[config.mk]
export PLATFORM = sky130hd
export DESIGN_NAME = gb_sound_flat
export DESIGN_NICKNAME = d
export VERILOG_FILES = /design/src/rtl/gb_sound_pkg.sv /design/src/rtl/gb_sound_if.sv /design/src/rtl/gb_sound_square.sv /design/src/rtl/gb_sound.sv /design/src/flat_wrapper.sv
export SDC_FILE = /design/constraint.sdc
export NUM_CORES = 1
export LEC_CHECK = 0
export CORE_MARGIN = 1
export CORE_UTILIZATION = 65
export CTS_CLUSTER_SIZE = 10
export DETAILED_ROUTE_END_ITERATION = 6
export PLACE_DENSITY = 0.86
export SKIP_LAST_GASP = 1
export SLEW_MARGIN = 25
export SYNTH_ARGS = -nofsm -noshare
export SYNTH_HDL_FRONTEND = slang
export SYNTH_SLANG_ARGS = --single-unit
[constraint.sdc]
create_clock -name clk -period 14.2 [get_ports clk]
set_input_delay 2.84 -clock clk [delete_from_list [all_inputs] [get_ports clk]]
set_output_delay 2.84 -clock clk [all_outputs]
set_load 0.05 [all_outputs]
[src/rtl/gb_sound_pkg.sv]
// gb_sound_pkg: register map, duty table, length limits and mixing helpers for the Game Boy APU
package gb_sound_pkg;
  localparam int FS_DIV_DEF = 8192;
  localparam logic [15:0] A_NR10 = 16'hFF10, A_NR11 = 16'hFF11, A_NR12 = 16'hFF12, A_NR13 = 16'hFF13;
  localparam logic [15:0] A_NR14 = 16'hFF14, A_NR21 = 16'hFF16, A_NR22 = 16'hFF17, A_NR23 = 16'hFF18;
  localparam logic [15:0] A_NR24 = 16'hFF19, A_NR30 = 16'hFF1A, A_NR31 = 16'hFF1B, A_NR32 = 16'hFF1C;
  localparam logic [15:0] A_NR33 = 16'hFF1D, A_NR34 = 16'hFF1E, A_NR41 = 16'hFF20, A_NR42 = 16'hFF21;
  localparam logic [15:0] A_NR43 = 16'hFF22, A_NR44 = 16'hFF23, A_NR50 = 16'hFF24, A_NR51 = 16'hFF25;
  localparam logic [15:0] A_NR52 = 16'hFF26, A_WAVE = 16'hFF30, A_END = 16'hFF3F;
  // bit (7 - position) of each entry is the duty output at that step
  localparam logic [3:0][7:0] DUTY = {8'b01111110, 8'b10000111, 8'b10000001, 8'b00000001};
  localparam logic [6:0] LEN_SQ = 7'd64;
  localparam logic [8:0] LEN_WAVE = 9'd256;
  function automatic logic [4:0] ri(input logic [15:0] ad);
    return 5'(ad - A_NR10);
  endfunction
  function automatic logic [3:0] env_step(input logic [3:0] v, input logic up);
    return up ? (v == 4'hF ? v : v + 4'd1) : (v == 4'h0 ? v : v - 4'd1);
  endfunction
  function automatic logic [19:0] mix(input logic [3:0] m, input logic [15:0] c, input logic [2:0] v);
    logic [5:0] s;
    s = 6'd0;
    for (int i = 0; i < 4; i++) s = s + (m[i] ? {2'b0, c[4*i+:4]} : 6'd0);
    return {{3'b0, s} * ({6'b0, v} + 9'd1), 11'b0};
  endfunction
endpackage

[src/rtl/gb_sound_if.sv]
// gb_sound_if: CPU I/O bus and audio sample outputs of the APU
interface gb_sound_if;
  logic [15:0] a;
  logic [7:0] dout, din;
  logic rd, wr;
  logic [19:0] left, right;
  modport master (output a, din, rd, wr, input dout, left, right);
  modport slave (input a, din, rd, wr, output dout, left, right);
endinterface

[src/rtl/gb_sound_square.sv]
// gb_sound_square: square channel with frequency timer, duty sequencer, envelope and length counter
module gb_sound_square
  import gb_sound_pkg::*;
(
  input logic clk,
  input logic rst,
  input logic fs_tick,
  input logic [2:0] fs_step,
  input logic [7:0] nr1,
  input logic [7:0] nr2,
  input logic [10:0] freq,
  input logic len_en,
  input logic ld,
  input logic trig,
  output logic en,
  output logic [3:0] out
);
  logic [13:0] tmr, per;
  logic [2:0] pos, etmr;
  logic [6:0] len;
  logic [3:0] vol;
  logic dac, len_clk, env_clk;
  assign dac = |nr2[7:3];
  assign per = {12'd2048 - {1'b0, freq}, 2'b00};
  assign len_clk = fs_tick && !fs_step[0] && len_en && len != 7'd0;
  assign env_clk = fs_tick && fs_step == 3'd7 && nr2[2:0] != 3'd0;
  always_ff @(posedge clk)
    if (rst) begin
      en <= 1'b0;
      out <= 4'd0;
      tmr <= 14'd0;
      pos <= 3'd0;
      etmr <= 3'd0;
      len <= 7'd0;
      vol <= 4'd0;
    end else begin
      tmr <= tmr == 14'd0 ? per - 14'd1 : tmr - 14'd1;
      pos <= tmr == 14'd0 ? pos + 3'd1 : pos;
      if (ld) len <= LEN_SQ - {1'b0, nr1[5:0]};
      if (len_clk) len <= len - 7'd1;
      if (len_clk && len == 7'd1) en <= 1'b0;
      if (env_clk) etmr <= etmr <= 3'd1 ? nr2[2:0] : etmr - 3'd1;
      if (env_clk && etmr <= 3'd1) vol <= env_step(vol, nr2[3]);
      if (trig) begin
        en <= dac;
        tmr <= per - 14'd1;
        pos <= 3'd0;
        vol <= nr2[7:4];
        etmr <= nr2[2:0];
        if (len == 7'd0) len <= LEN_SQ;
      end
      if (!dac) en <= 1'b0;
      out <= en && DUTY[nr1[7:6]][3'd7 - pos] ? vol : 4'd0;
    end
endmodule

[src/rtl/gb_sound.sv]
// gb_sound: Game Boy APU with register file, two square, wave and noise channels and stereo mixer
module gb_sound
  import gb_sound_pkg::*;
#(
  parameter int FS_DIV = FS_DIV_DEF
) (
  input logic clk,
  input logic rst,
  gb_sound_if.slave bus
);
  localparam int FW = $clog2(FS_DIV);
  logic [7:0] regs [22];
  logic [7:0] wave [16];
  logic [7:0] wb, nr30, nr32, nr34, nr42, nr43, nr44;
  logic pwr, chan_rst, fs_tick, wr_ok, in_regs, en1, en2, en3, en4;
  logic [FW-1:0] fs_cnt;
  logic [2:0] fs_step, etmr4;
  logic [3:0] ld, tr, en, out1, out2, out3, out4, vol4, smp;
  logic [12:0] tmr3, per3;
  logic [4:0] pos3;
  logic [8:0] len3;
  logic [6:0] len4;
  logic [21:0] tmr4, per4;
  logic [14:0] lfsr, lfsr_nx;
  logic [15:0] cv;
  assign nr30 = regs[ri(A_NR30)];
  assign nr32 = regs[ri(A_NR32)];
  assign nr34 = regs[ri(A_NR34)];
  assign nr42 = regs[ri(A_NR42)];
  assign nr43 = regs[ri(A_NR43)];
  assign nr44 = regs[ri(A_NR44)];
  assign chan_rst = rst || !pwr;
  assign wr_ok = bus.wr && pwr;
  assign in_regs = bus.a >= A_NR10 && bus.a <= A_NR51;
  assign fs_tick = fs_cnt == FW'(FS_DIV - 1);
  assign en = {en4, en3, en2, en1};
  always_ff @(posedge clk)
    if (rst) begin
      pwr <= 1'b0;
      ld <= 4'd0;
      tr <= 4'd0;
      for (int i = 0; i < 22; i++) regs[i] <= 8'd0;
      for (int i = 0; i < 16; i++) wave[i] <= 8'd0;
    end else begin
      // length loads and triggers act one cycle late so they see the freshly written registers
      ld <= {wr_ok && bus.a == A_NR41, wr_ok && bus.a == A_NR31, wr_ok && bus.a == A_NR21, wr_ok && bus.a == A_NR11};
      tr <= {wr_ok && bus.a == A_NR44, wr_ok && bus.a == A_NR34, wr_ok && bus.a == A_NR24, wr_ok && bus.a == A_NR14} & {4{bus.din[7]}};
      if (wr_ok && in_regs) regs[ri(bus.a)] <= bus.din;
      if (bus.wr && bus.a[15:4] == A_WAVE[15:4]) wave[bus.a[3:0]] <= bus.din;
      if (bus.wr && bus.a == A_NR52) pwr <= bus.din[7];
      if (bus.wr && bus.a == A_NR52 && !bus.din[7]) for (int i = 0; i < 22; i++) regs[i] <= 8'd0;
    end
  gb_sound_square u_sq1 (.clk(clk), .rst(chan_rst), .fs_tick(fs_tick), .fs_step(fs_step),
    .nr1(regs[ri(A_NR11)]), .nr2(regs[ri(A_NR12)]), .freq({regs[ri(A_NR14)][2:0], regs[ri(A_NR13)]}),
    .len_en(regs[ri(A_NR14)][6]), .ld(ld[0]), .trig(tr[0]), .en(en1), .out(out1));
  gb_sound_square u_sq2 (.clk(clk), .rst(chan_rst), .fs_tick(fs_tick), .fs_step(fs_step),
    .nr1(regs[ri(A_NR21)]), .nr2(regs[ri(A_NR22)]), .freq({regs[ri(A_NR24)][2:0], regs[ri(A_NR23)]}),
    .len_en(regs[ri(A_NR24)][6]), .ld(ld[1]), .trig(tr[1]), .en(en2), .out(out2));
  assign per3 = {12'd2048 - {1'b0, nr34[2:0], regs[ri(A_NR33)]}, 1'b0};
  assign wb = wave[pos3[4:1]];
  assign smp = pos3[0] ? wb[3:0] : wb[7:4];
  assign per4 = {15'd0, nr43[2:0] == 3'd0 ? 7'd8 : {nr43[2:0], 4'b0}} << nr43[7:4];
  assign lfsr_nx = {lfsr[0] ^ lfsr[1], lfsr[14:8], nr43[3] ? lfsr[0] ^ lfsr[1] : lfsr[7], lfsr[6:1]};
  always_ff @(posedge clk)
    if (chan_rst) begin
      fs_cnt <= '0;
      fs_step <= 3'd0;
      {en3, tmr3, pos3, len3, out3} <= '0;
      {en4, tmr4, lfsr, len4, vol4, etmr4, out4} <= '0;
    end else begin
      fs_cnt <= fs_tick ? '0 : fs_cnt + FW'(1);
      if (fs_tick) fs_step <= fs_step + 3'd1;
      tmr3 <= tmr3 == 13'd0 ? per3 - 13'd1 : tmr3 - 13'd1;
      pos3 <= tmr3 == 13'd0 ? pos3 + 5'd1 : pos3;
      if (ld[2]) len3 <= LEN_WAVE - {1'b0, regs[ri(A_NR31)]};
      if (fs_tick && !fs_step[0] && nr34[6] && len3 != 9'd0) len3 <= len3 - 9'd1;
      if (fs_tick && !fs_step[0] && nr34[6] && len3 == 9'd1) en3 <= 1'b0;
      if (tr[2]) {en3, tmr3, pos3} <= {nr30[7], per3 - 13'd1, 5'd0};
      if (tr[2] && len3 == 9'd0) len3 <= LEN_WAVE;
      if (!nr30[7]) en3 <= 1'b0;
      out3 <= en3 && nr32[6:5] != 2'd0 ? smp >> (nr32[6:5] - 2'd1) : 4'd0;
      tmr4 <= tmr4 == 22'd0 ? per4 - 22'd1 : tmr4 - 22'd1;
      if (tmr4 == 22'd0) lfsr <= lfsr_nx;
      if (ld[3]) len4 <= LEN_SQ - {1'b0, regs[ri(A_NR41)][5:0]};
      if (fs_tick && !fs_step[0] && nr44[6] && len4 != 7'd0) len4 <= len4 - 7'd1;
      if (fs_tick && !fs_step[0] && nr44[6] && len4 == 7'd1) en4 <= 1'b0;
      if (fs_tick && fs_step == 3'd7 && nr42[2:0] != 3'd0) etmr4 <= etmr4 <= 3'd1 ? nr42[2:0] : etmr4 - 3'd1;
      if (fs_tick && fs_step == 3'd7 && nr42[2:0] != 3'd0 && etmr4 <= 3'd1) vol4 <= env_step(vol4, nr42[3]);
      if (tr[3]) {en4, tmr4, lfsr, vol4, etmr4} <= {|nr42[7:3], per4 - 22'd1, 15'h7FFF, nr42[7:4], nr42[2:0]};
      if (tr[3] && len4 == 7'd0) len4 <= LEN_SQ;
      if (nr42[7:3] == 5'd0) en4 <= 1'b0;
      out4 <= en4 && !lfsr[0] ? vol4 : 4'd0;
    end
  assign cv = {en4 ? out4 : 4'd0, en3 ? out3 : 4'd0, en2 ? out2 : 4'd0, en1 ? out1 : 4'd0};
  assign bus.left = pwr ? mix(regs[ri(A_NR51)][7:4], cv, regs[ri(A_NR50)][6:4]) : 20'd0;
  assign bus.right = pwr ? mix(regs[ri(A_NR51)][3:0], cv, regs[ri(A_NR50)][2:0]) : 20'd0;
  always_comb
    bus.dout = !bus.rd || bus.a < A_NR10 || bus.a > A_END ? 8'hFF
      : bus.a == A_NR52 ? {pwr, 3'b111, pwr ? en : 4'h0}
      : bus.a >= A_WAVE ? wave[bus.a[3:0]]
      : bus.a == 16'hFF15 || bus.a == 16'hFF1F || bus.a > A_NR52 ? 8'hFF
      : regs[ri(bus.a)];
endmodule

[src/flat_wrapper.sv]
// flat-port wrapper written by rule: the top's interface ports become plain ports
module gb_sound_flat import gb_sound_pkg::*;
#(
  parameter int FS_DIV = FS_DIV_DEF
)
  (clk, rst, bus_a, bus_din, bus_rd, bus_wr, bus_dout, bus_left, bus_right);
  gb_sound_if bus_i ();
  input logic clk;
  input logic rst;
  input wire logic [$bits(bus_i.a)-1:0] bus_a;
  input wire logic [$bits(bus_i.din)-1:0] bus_din;
  input wire logic [$bits(bus_i.rd)-1:0] bus_rd;
  input wire logic [$bits(bus_i.wr)-1:0] bus_wr;
  output wire logic [$bits(bus_i.dout)-1:0] bus_dout;
  output wire logic [$bits(bus_i.left)-1:0] bus_left;
  output wire logic [$bits(bus_i.right)-1:0] bus_right;
  assign bus_i.a = bus_a;
  assign bus_i.din = bus_din;
  assign bus_i.rd = bus_rd;
  assign bus_i.wr = bus_wr;
  assign bus_dout = bus_i.dout;
  assign bus_left = bus_i.left;
  assign bus_right = bus_i.right;
  gb_sound #(.FS_DIV(FS_DIV)) u_core (.clk(clk), .rst(rst), .bus(bus_i));
endmodule
# After elaboration in Yosys (flattened, before gate mapping)
# Memories as Yosys holds them, arrays and structs flattened. A register that Yosys moved wholly into a read port is not among the register bits.
# Cells that the tools add are included.
# totals
ramBits	304
output_inout_bits	48
mem_count	2
latchBits	0
rom_bits	0
register_bits	185
# classes
reduce_logical	108
bitwise_logic	31
magnitude_cmp	13
n_mux	127
div	0
add_sub_neg	45
eq_ne	27
n_mul	2
shift	2
# mem_list
memory	depth	width	read_ports	rd_ports_with_merged_regs	wr	line	source
u_core.regs	22	8	20	0	22	gb_sound.sv:12	logic [7:0] regs [22];
u_core.wave	16	8	2	1	16	gb_sound.sv:13	logic [7:0] wave [16];
# op_table
cell	count
$mux W8	30
$eq A16 B16 Y1 const B	11
$mux W4	32
$mux W7	12
$mux W14	4
$sub A14 B1 Y14 const B	4
$mux W22	2
$sub A22 B1 Y22 const B	2
$logic_and A1 B1 Y1	40
$mux W20	2
$add A6 B6 Y6	6
$sub A12 B11 Y12 const A	3
$bmux W8 S2	2
$ge A16 B16 Y1 const B	2
$gt A16 B16 Y1 const B	2
$mux W15	2
$logic_not A14 Y1	2
$reduce_bool A2 Y1	14
$reduce_or A2 Y1	14
$mux W3	9
$mux W9	3
$mux W13	2
$sub A13 B1 Y13 const B	2
$mux W1	24
other kinds (52)	129

# Depth between registers and ports, before layout
# Gate-level depths: netlist of the first run.
# depth
word_depth	8
depth_mapped	21
mapped_depth_nobuf	20

# Modules after synthesis
# Synthesis of the first run repeated with hierarchy kept, for this count alone.
# unflattened
cells_unflattened	2953
area_unflattened_um2	33323.2
# modules_own_cells
mod	seq_area_each_um2	area_per_inst_um2	cells_per_inst	instances
gb_sound	13873.3	28019.4	2290	1
gb_sound_square at u_core.u_sq1	720.7	2697.6	337	1
gb_sound_square at u_core.u_sq2	720.7	2606.2	326	1

# Worst setup path before layout of the first run
# Ideal clock, no wire load.
# synth_path
path_type	flip-flop to output port
from	register u_core.en4
to	output port bus_right[19]
setup_slack_ns	5.888
path_buffers	1
arrival_time_ns	5.472
path_stages_with_launch	22
cell_sequence	dfxtp_1 -> clkbuf_1 -> and3_1 -> fa_1 -> inv_1 -> fa_1 -> inv_1 -> ha_1 -> fa_1 -> xor2_1 -> and2_1 -> fa_1 -> inv_1 -> fa_1 -> inv_1 -> ha_1 -> a21o_1 -> a21oi_1 -> o21bai_1 -> a21oi_1 -> xnor2_1 -> nor2_1
# synth_via
elab_chain_len	5
# synth_lines
item	line	source
start: declaration	gb_sound.sv:15	logic pwr, chan_rst, fs_tick, wr_ok, in_regs, en1, en2, en3, en4;
start signal: assignment	gb_sound.sv:89	if (tr[3]) {en4, tmr4, lfsr, vol4, etmr4} <= {|nr42[7:3], per4 - 22'd1, 15'h7FFF, nr42[7:4], nr42[2:0]};
$mux W4	gb_sound.sv:94	assign cv = {en4 ? out4 : 4'd0, en3 ? out3 : 4'd0, en2 ? out2 : 4'd0, en1 ? out1 : 4'd0};
$mux W4	gb_sound_pkg.sv:23	for (int i = 0; i < 4; i++) s = s + (m[i] ? {2'b0, c[4*i+:4]} : 6'd0);
$add A6 B6 Y6	gb_sound_pkg.sv:23	
$mul A6 B9 Y9	gb_sound_pkg.sv:24	return {{3'b0, s} * ({6'b0, v} + 9'd1), 11'b0};
$mux W20	gb_sound.sv:96	assign bus.right = pwr ? mix(regs[ri(A_NR51)][3:0], cv, regs[ri(A_NR50)][2:0]) : 20'd0;
end: declaration	flat_wrapper.sv:16	output wire logic [$bits(bus_i.right)-1:0] bus_right;
# Every way passes these cells.

# Worst setup path in the final report of the first run
# layout_path
from	input port bus_a[1]
to	output port bus_dout[7]
# layout_via
elab_chain_len	7
# layout_lines
item	line	source
start: declaration	flat_wrapper.sv:10	input wire logic [$bits(bus_i.a)-1:0] bus_a;
parallel branches: the longest is 6 deep, another holds $mem_v2 Z22 W8	--	
$mux W8 *	gb_sound.sv:98	bus.dout = !bus.rd || bus.a < A_NR10 || bus.a > A_END ? 8'hFF
end: declaration	flat_wrapper.sv:14	output wire logic [$bits(bus_i.dout)-1:0] bus_dout;
# Every way passes the cells marked *.

==> flow_summary.toml, run 1 <==
[clock_network]
clk_root_buffer_cell = "clkbuf_16"
cts_buffer_depth = 3
cts_setup_buffers = 0
cts_sinks = 573
insertion_delay_ns = 0.60
ctsHoldBuffers = 0
cts_tree = "built"
ctsHtreeMaxLevel = 3
cts_made_buffers = 68
ctsResizeCount = 0
clkTransAtPathRegs_ns = 0.06

[timing]
max_freq_mhz = 99.3
tightest_slew_ns = 1.05
fin_crit_ns = 10.07
slew_viol_final = 0
finalHoldViolCount = 0
setup_violations = 0
min_period_over_period_pct = 70.9
rsz0062_at_grt = "no"
fin_skew_ns = 0.0170
setup_tns_ns = 0
relSlewSlack_pct = 29.4

[logic_synthesis]
netlist_area_um2 = 32700
synth_mux_area_share_pct = 11.9
synth_fa_ha_area_share_pct = 5.21
synthCells = 2917
synth_simple_gate_area_share_pct = 19.0
synth_top_family_by_area = "simple AND/OR/NAND/NOR gates"
yosysUniqueCellTypes = 95
yosys_warnings = 0
synth-xor-area-share_pct = 4.24
ys_seq_area_share_pct = 46.9
synth-async-reset-ratio_pct = 0
synth_enable_flop_cells = 384
ys_seq_elements = 573
avgSynthCellArea_um2 = 11.2
synth_ff_type = "edfxtp_1"
synth-compound-area-share_pct = 8.58

[global_route]
grt_pass1_wl_um = 136000
grt_pass1_vias = 24200
antenna_found_initial = 2
gr-total-overflow = 0
track_usage_pct = 35.2
grt_max_degree = 86

[floorplan]
die_w_um = 226
rows = 81
dieArea_um2 = 51100
start_util_pct = 66.3
coreArea_um2 = 49300
die_h_um = 226
ios = 76

[placement]
dpl-instance-area_um2 = 33700
dp.cells = 3567
portBuffers = 53
hpwl_um = 58600
place.gp.congestion = 0.945

[drt]
wl_per_cell_um = 23.8
final_antenna_net_count = 0
dr.first_iter.drc_count = 3048
vias = 24600
drc = 0
wl_um = 87900
dr.pass1.iters = 6
via_per_inst = 6.68

[critical_path]
rr_worst_depth = 5
worstPathRequired_ns = 11.36
arrival_ns = 7.23
critPathSlowestCell = "clkdlybuf4s50_1"
startpoint_type = "input port"
ff2ff_setup_slack_ns = 10.40
crit_fanout = 66
critical_path_class = "input port to output pin"
cpMostUsedCell = "buf_4"
worstPathCellList = "buf_4 > buf_4 > nand4bb_1 > or4_1 > a21boi_1 > o21ai_4 > a21oi_1 > or3_1 > clkdlybuf4s50_1"
endpoint_kind = "output pin"
slowest_delay_ns = 0.75

[power]
power_density_nw_per_um2 = 105
power_mw = 3.74
p_leak_nw = 13.1
peakVddDrop_uv = 141

[cells_and_area]
final_cell_area_um2 = 35600
drive_gt1_share_pct = 10.7
layoutNonFillerInstCount = 3687
areaGrowthSynthToFinish_pct = 9.19
final_nets = 3116

[flow_run]
cap_violations = 0

[status]
outcome = "finished clean"

[min_path]
hp-class = "register to register"
whs_path_depth = 2
final timing paths:
kind | startpoint | end
setup / recovery | bus_a[1] | bus_dout[7]
hold reg to reg | u_core.fs_step[2]$_SDFFE_PP0N_ | u_core.fs_step[2]$_SDFFE_PP0N_
hold / removal | u_core.fs_step[2]$_SDFFE_PP0N_ | u_core.fs_step[2]$_SDFFE_PP0N_
setup reg to reg | u_core.pwr$_SDFFE_PP0P_ | u_core.regs[1][6]$_SDFFCE_PN0P_
kinds of logic after synthesis:
logic type,Yosys count
fa+ha+maj,115
compound gates,421
mux,197
xor+xnor,158
other cells,1
buf+inv,306
flops,573
simple gates,1146
per-stage QoR:
stage	utilization [%]	worst slack [ns]	hold WS, ns
floorplan	-	5.89	0.426
global placement	68.3	4.38	0.440
detailed placement	68.4	4.25	0.453
CTS	72.4	4.22	0.459
global route	72.4	3.98	0.484
finish	72.4	4.13	0.457
layout by cell type (no fill, tap or decap), types with 10 or more instances in the layout:
cell type          n
a311oi_1          10
ha_1              80
and2_1           305
nand2_1          159
mux2i_1           38
conb_1           102
dfxtp_1          187
mux4_2           150
o21ai_0           71
nand3b_1          12
o31ai_1           10
fa_1              35
o22ai_1           17
nor4_1            36
nor2_1           207
buf_4             20
edfxtp_1         384
or4_1             22
inv_1            116
clkbuf_1          41
or2_2             24
clkbuf_16         70
a21oi_1           91
a211oi_1          57
nor3_1           105
nand4_1           22
xor2_1            65
and3_1            45
o21ai_1           12
a21o_1            22
a31oi_1           33
clkdlybuf4s50_1   49
nor2b_1           25
or3_1             35
xnor2_1           93
nand2b_1          30
nand3_1           73
final cells by class:
type	count	area [um^2]
multi-input cells	2139	16400
flip-flops and latches	573	15300
fillers	3279	13600
clock buffers	111	1910
well taps	664	831
repair buffers	73	673
inverters	118	443
clock inverters	8	63.8
diodes	1	2.50
power breakdown:
part,internal (mW),total (mW),switching [mW]
registers,1.83,1.88,0.0463
logic,0.105,0.260,0.155
clock network,0.917,1.60,0.681
routing by layer:
layer,part of all wire [%],up-vias,global-route usage (%)
met5,0.010,-,0
met4,4.9,2,17.3
met3,11,302,6.83
met2,48,1613,56.8
met1,37,12000,45.7
li1,-,10700,-
worst max-delay path: cells and delay by family:
kind                   cells  cell delay, ns
AO/OA/AOI/OAI              3            0.66
buffers and inverters      3            2.17
AND/OR/NAND/NOR            3            1.48
cell usage after synthesis, types with 17 or more instances:
master      n  area (um^2)
buf_2      31          155
xor2_1     65          569
nand4_1    22          138
nor4_1     36          225
nand2_1   159          597
inv_1     116          435
and2_1    305         1910
xnor2_1    93          815
clkbuf_1  107          402
nor2_1    208          781
o22ai_1    17          106
a31oi_1    33          206
a211oi_1   57          428
nand2b_1   31          194
ha_1       80         1000
edfxtp_1  384        11500
and3_1     45          282
nor2b_1    25          156
or3_1      35          219
mux4_2    150         3380
a21oi_1    92          460
nand3_1    73          365
mux2i_1    38          380
nor3_1    105          526
buf_4      25          188
dfxtp_1   189         3780
a21o_1     22          165
o21ai_0    83          415
or4_1      22          165
fa_1       35          701
or2_2      24          150
buf_1      17         63.8
registers in the layout, indices dropped and copies added (netlist names), 5 cells and up, named ones only:
register	flops
u_core.u_sq2.len	7
u_core.u_sq1.tmr	14
u_core.pos3	5
u_core.u_sq1.len	7
u_core.u_sq2.tmr	14
u_core.tmr4	22
u_core.len3	9
u_core.tmr3	13
u_core.wave	128
u_core.fs_cnt	13
u_core.lfsr	15
u_core.regs	256
u_core.len4	7
No activity file was read; power rests on OpenSTA's default activity.
==> inputs of run 2 (changes only) <==
--- a/config.mk
+++ b/config.mk
@@ -6,10 +6,10 @@
 export NUM_CORES = 1
 export LEC_CHECK = 0
 export CORE_MARGIN = 1
-export CORE_UTILIZATION = 65
+export CORE_UTILIZATION = 63
 export CTS_CLUSTER_SIZE = 10
 export DETAILED_ROUTE_END_ITERATION = 6
-export PLACE_DENSITY = 0.86
+export PLACE_DENSITY = 0.84
 export SKIP_LAST_GASP = 1
 export SLEW_MARGIN = 25
 export SYNTH_ARGS = -nofsm -noshare
==> constraint.sdc (replaced) <==
create_clock -name clk -period 10.1 [get_ports clk]
set_input_delay 2.02 -clock clk [delete_from_list [all_inputs] [get_ports clk]]
set_output_delay 2.02 -clock clk [all_outputs]
set_load 0.05 [all_outputs]
==> run 2 against run 1 <==
  * Critical path depth rose by 11
  * Non-clock buffer count grew 1
  * Core utilization shrank 2.7 points
  * Sequential share of layout area fell by 0.13 points
  * Highest routed layer is now met4
==> flow_summary.toml, run 2 (same netlist as run 1, synthesis figures left out) <==
[min_path]
hp-class = "register to register"
min-delay-start = "u_core.fs_cnt[0]$_SDFF_PP0_"
worstHoldEndpoint = "u_core.fs_cnt[0]$_SDFF_PP0_"
whs_path_depth = 1

[timing]
rsz0062_at_grt = "no"
fin_skew_ns = 0.0339
setup_tns_ns = 0
relSlewSlack_pct = 30.5
fin_crit_ns = 8.75
setup_ws_ns = 1.35
hold_ws_ns = 0.456
tightest_slew_ns = 1.03
slew_viol_final = 0
setup_violations = 0
min_period_over_period_pct = 86.7
finalHoldViolCount = 0
max_freq_mhz = 114

[status]
outcome = "finished clean"

[placement]
dpl-instance-area_um2 = 33700
pre_cts_ws_ns = 2.04
portBuffers = 53
place.gp.congestion = 0.954
hpwl_um = 57100
dp.cells = 3584

[clock_network]
clk_root_buffer_cell = "clkbuf_16"
ctsHoldBuffers = 0
cts_sinks = 573
clkTransAtPathRegs_ns = 0.06
insertion_delay_ns = 0.62
cts_buffer_depth = 3
cts_made_buffers = 68
ctsResizeCount = 0
ctsHtreeMaxLevel = 3
cts_setup_buffers = 0
cts_tree = "built"

[power]
p_clk_share_pct = 43.4
switching_share_pct = 23.1
power_density_nw_per_um2 = 149
p_leak_nw = 13.2
power_mw = 5.32
p_switching_mw = 1.23
share_comb_of_total_power_pct = 7.0
seqPwrFrac_pct = 49.6
peakVddDrop_uv = 178
p_int_mw = 4.09

[cells_and_area]
regMostFlops = "u_core.regs"
top_regs = "u_core.regs (256), u_core.wave (128), u_core.tmr4 (22)"
mostFrequentLayoutCells = "384 x edfxtp_1, 305 x and2_1, 207 x nor2_1, 187 x dfxtp_1, 159 x nand2_1"
final_nets = 3117
postLayoutCoreUtil_pct = 69.7
areaGrowthSynthToFinish_pct = 9.52
diodes = 0
final_cell_area_um2 = 35800
final_common_cell = "edfxtp_1"
largest_register_ff_count = 256
drive_gt1_share_pct = 10.9
layoutNonFillerInstCount = 3703

[floorplan]
rows = 83
coreArea_um2 = 51300
start_util_pct = 63.6
die_w_um = 230
dieArea_um2 = 52700
ios = 76
die_h_um = 230

[drt]
dr.first_iter.drc_count = 2460
wl_um = 84500
via_per_inst = 6.52
dr.pass1.iters = 6
vias = 24200
drc = 0
final_antenna_net_count = 0
wl_per_cell_um = 22.8

[critical_path]
endpoint_kind = "output pin"
arrival_ns = 6.73
r2r_end = "u_core.tmr4[6]$_SDFF_PP0_"
rr_worst_depth = 8
r2r-start = "u_core.tmr4[0]$_SDFF_PP0_"
crit_fanout = 11
worstPathRequired_ns = 8.08
critical_path_class = "register to output pin"
ff2ff_setup_slack_ns = 6.41
startpoint_type = "register"

[global_route]
gr-total-overflow = 0
grt_pass1_vias = 23600
grt_pass1_wl_um = 131000
antenna_found_initial = 2
grt_max_degree = 85
track_usage_pct = 32.2

[flow_run]
cap_violations = 0
## run 2: cell count changes in the layout (fill, tap and decap cells not counted), moves of 3 or more
| cell | change |
|---|---|
| o21ai_0 | -4 |
| inv_6 | -4 |
| buf_4 | +3 |
| o21ai_1 | +4 |
## run 2: cell type report
type | instances | area, um^2
clock inverters | 5 | 82.6
inverters | 118 | 443
repair buffers | 74 | 674
multi-input cells | 2139 | 16400
clock buffers | 114 | 1980
well taps | 680 | 851
fillers | 3540 | 15500
flip-flops and latches | 573 | 15300
## run 2: worst max path at each step
stage | from | endpoint | slack, ns | cells after the start
global placement | u_core.en3$_SDFFE_PP0P_ | bus_right[19] | 2.14 | 21
floorplan | u_core.en4$_SDFFE_PP0P_ | bus_right[19] | 2.61 | 21
detailed placement | u_core.regs[21][7]$_SDFFCE_PN0P_ | bus_left[19] | 2.04 | 21
global route | u_core.en3$_SDFFE_PP0P_ | bus_left[19] | 1.11 | 20
finish | u_core.en3$_SDFFE_PP0P_ | bus_left[19] | 1.35 | 20
CTS | u_core.en3$_SDFFE_PP0P_ | bus_left[19] | 1.38 | 20
## run 2: critical path, cell delays in order (launching register included)
cell             delay (ns)
dfxtp_1                0.70
nand3_1                0.22
fa_1                   0.46
fa_1                   0.51
inv_1                  0.05
ha_1                   0.21
fa_1                   0.44
xor2_1                 0.19
and2_1                 0.18
fa_1                   0.48
inv_1                  0.05
fa_1                   0.53
inv_1                  0.04
ha_1                   0.33
a21o_1                 0.20
a21oi_1                0.25
o21bai_1               0.10
a21oi_1                0.18
xnor2_1                0.09
nor2_1                 0.09
clkdlybuf4s50_1        0.81
## run 2: routing by layer
layer / GRT usage [%] / vias to the layer above / wire length (um)
li1: - / 10700 / -
met1: 41.6 / 11800 / 31700
met2: 52.0 / 1373 / 40400
met3: 6.52 / 249 / 8350
met4: 16.1 / 0 / 3980
met5: 0 / - / 0
## run 2: power groups by stage
stage | registers [mW] | logic [mW] | clock network [mW]
2_1_floorplan | 2.65 | 0.270 | 0
3_3_place_gp | 2.67 | 0.354 | 0
3_5_place_dp | 2.68 | 0.362 | 0
4_1_cts | 2.63 | 0.364 | 2.32
5_1_grt | 2.64 | 0.389 | 2.42
6_report | 2.64 | 0.371 | 2.31
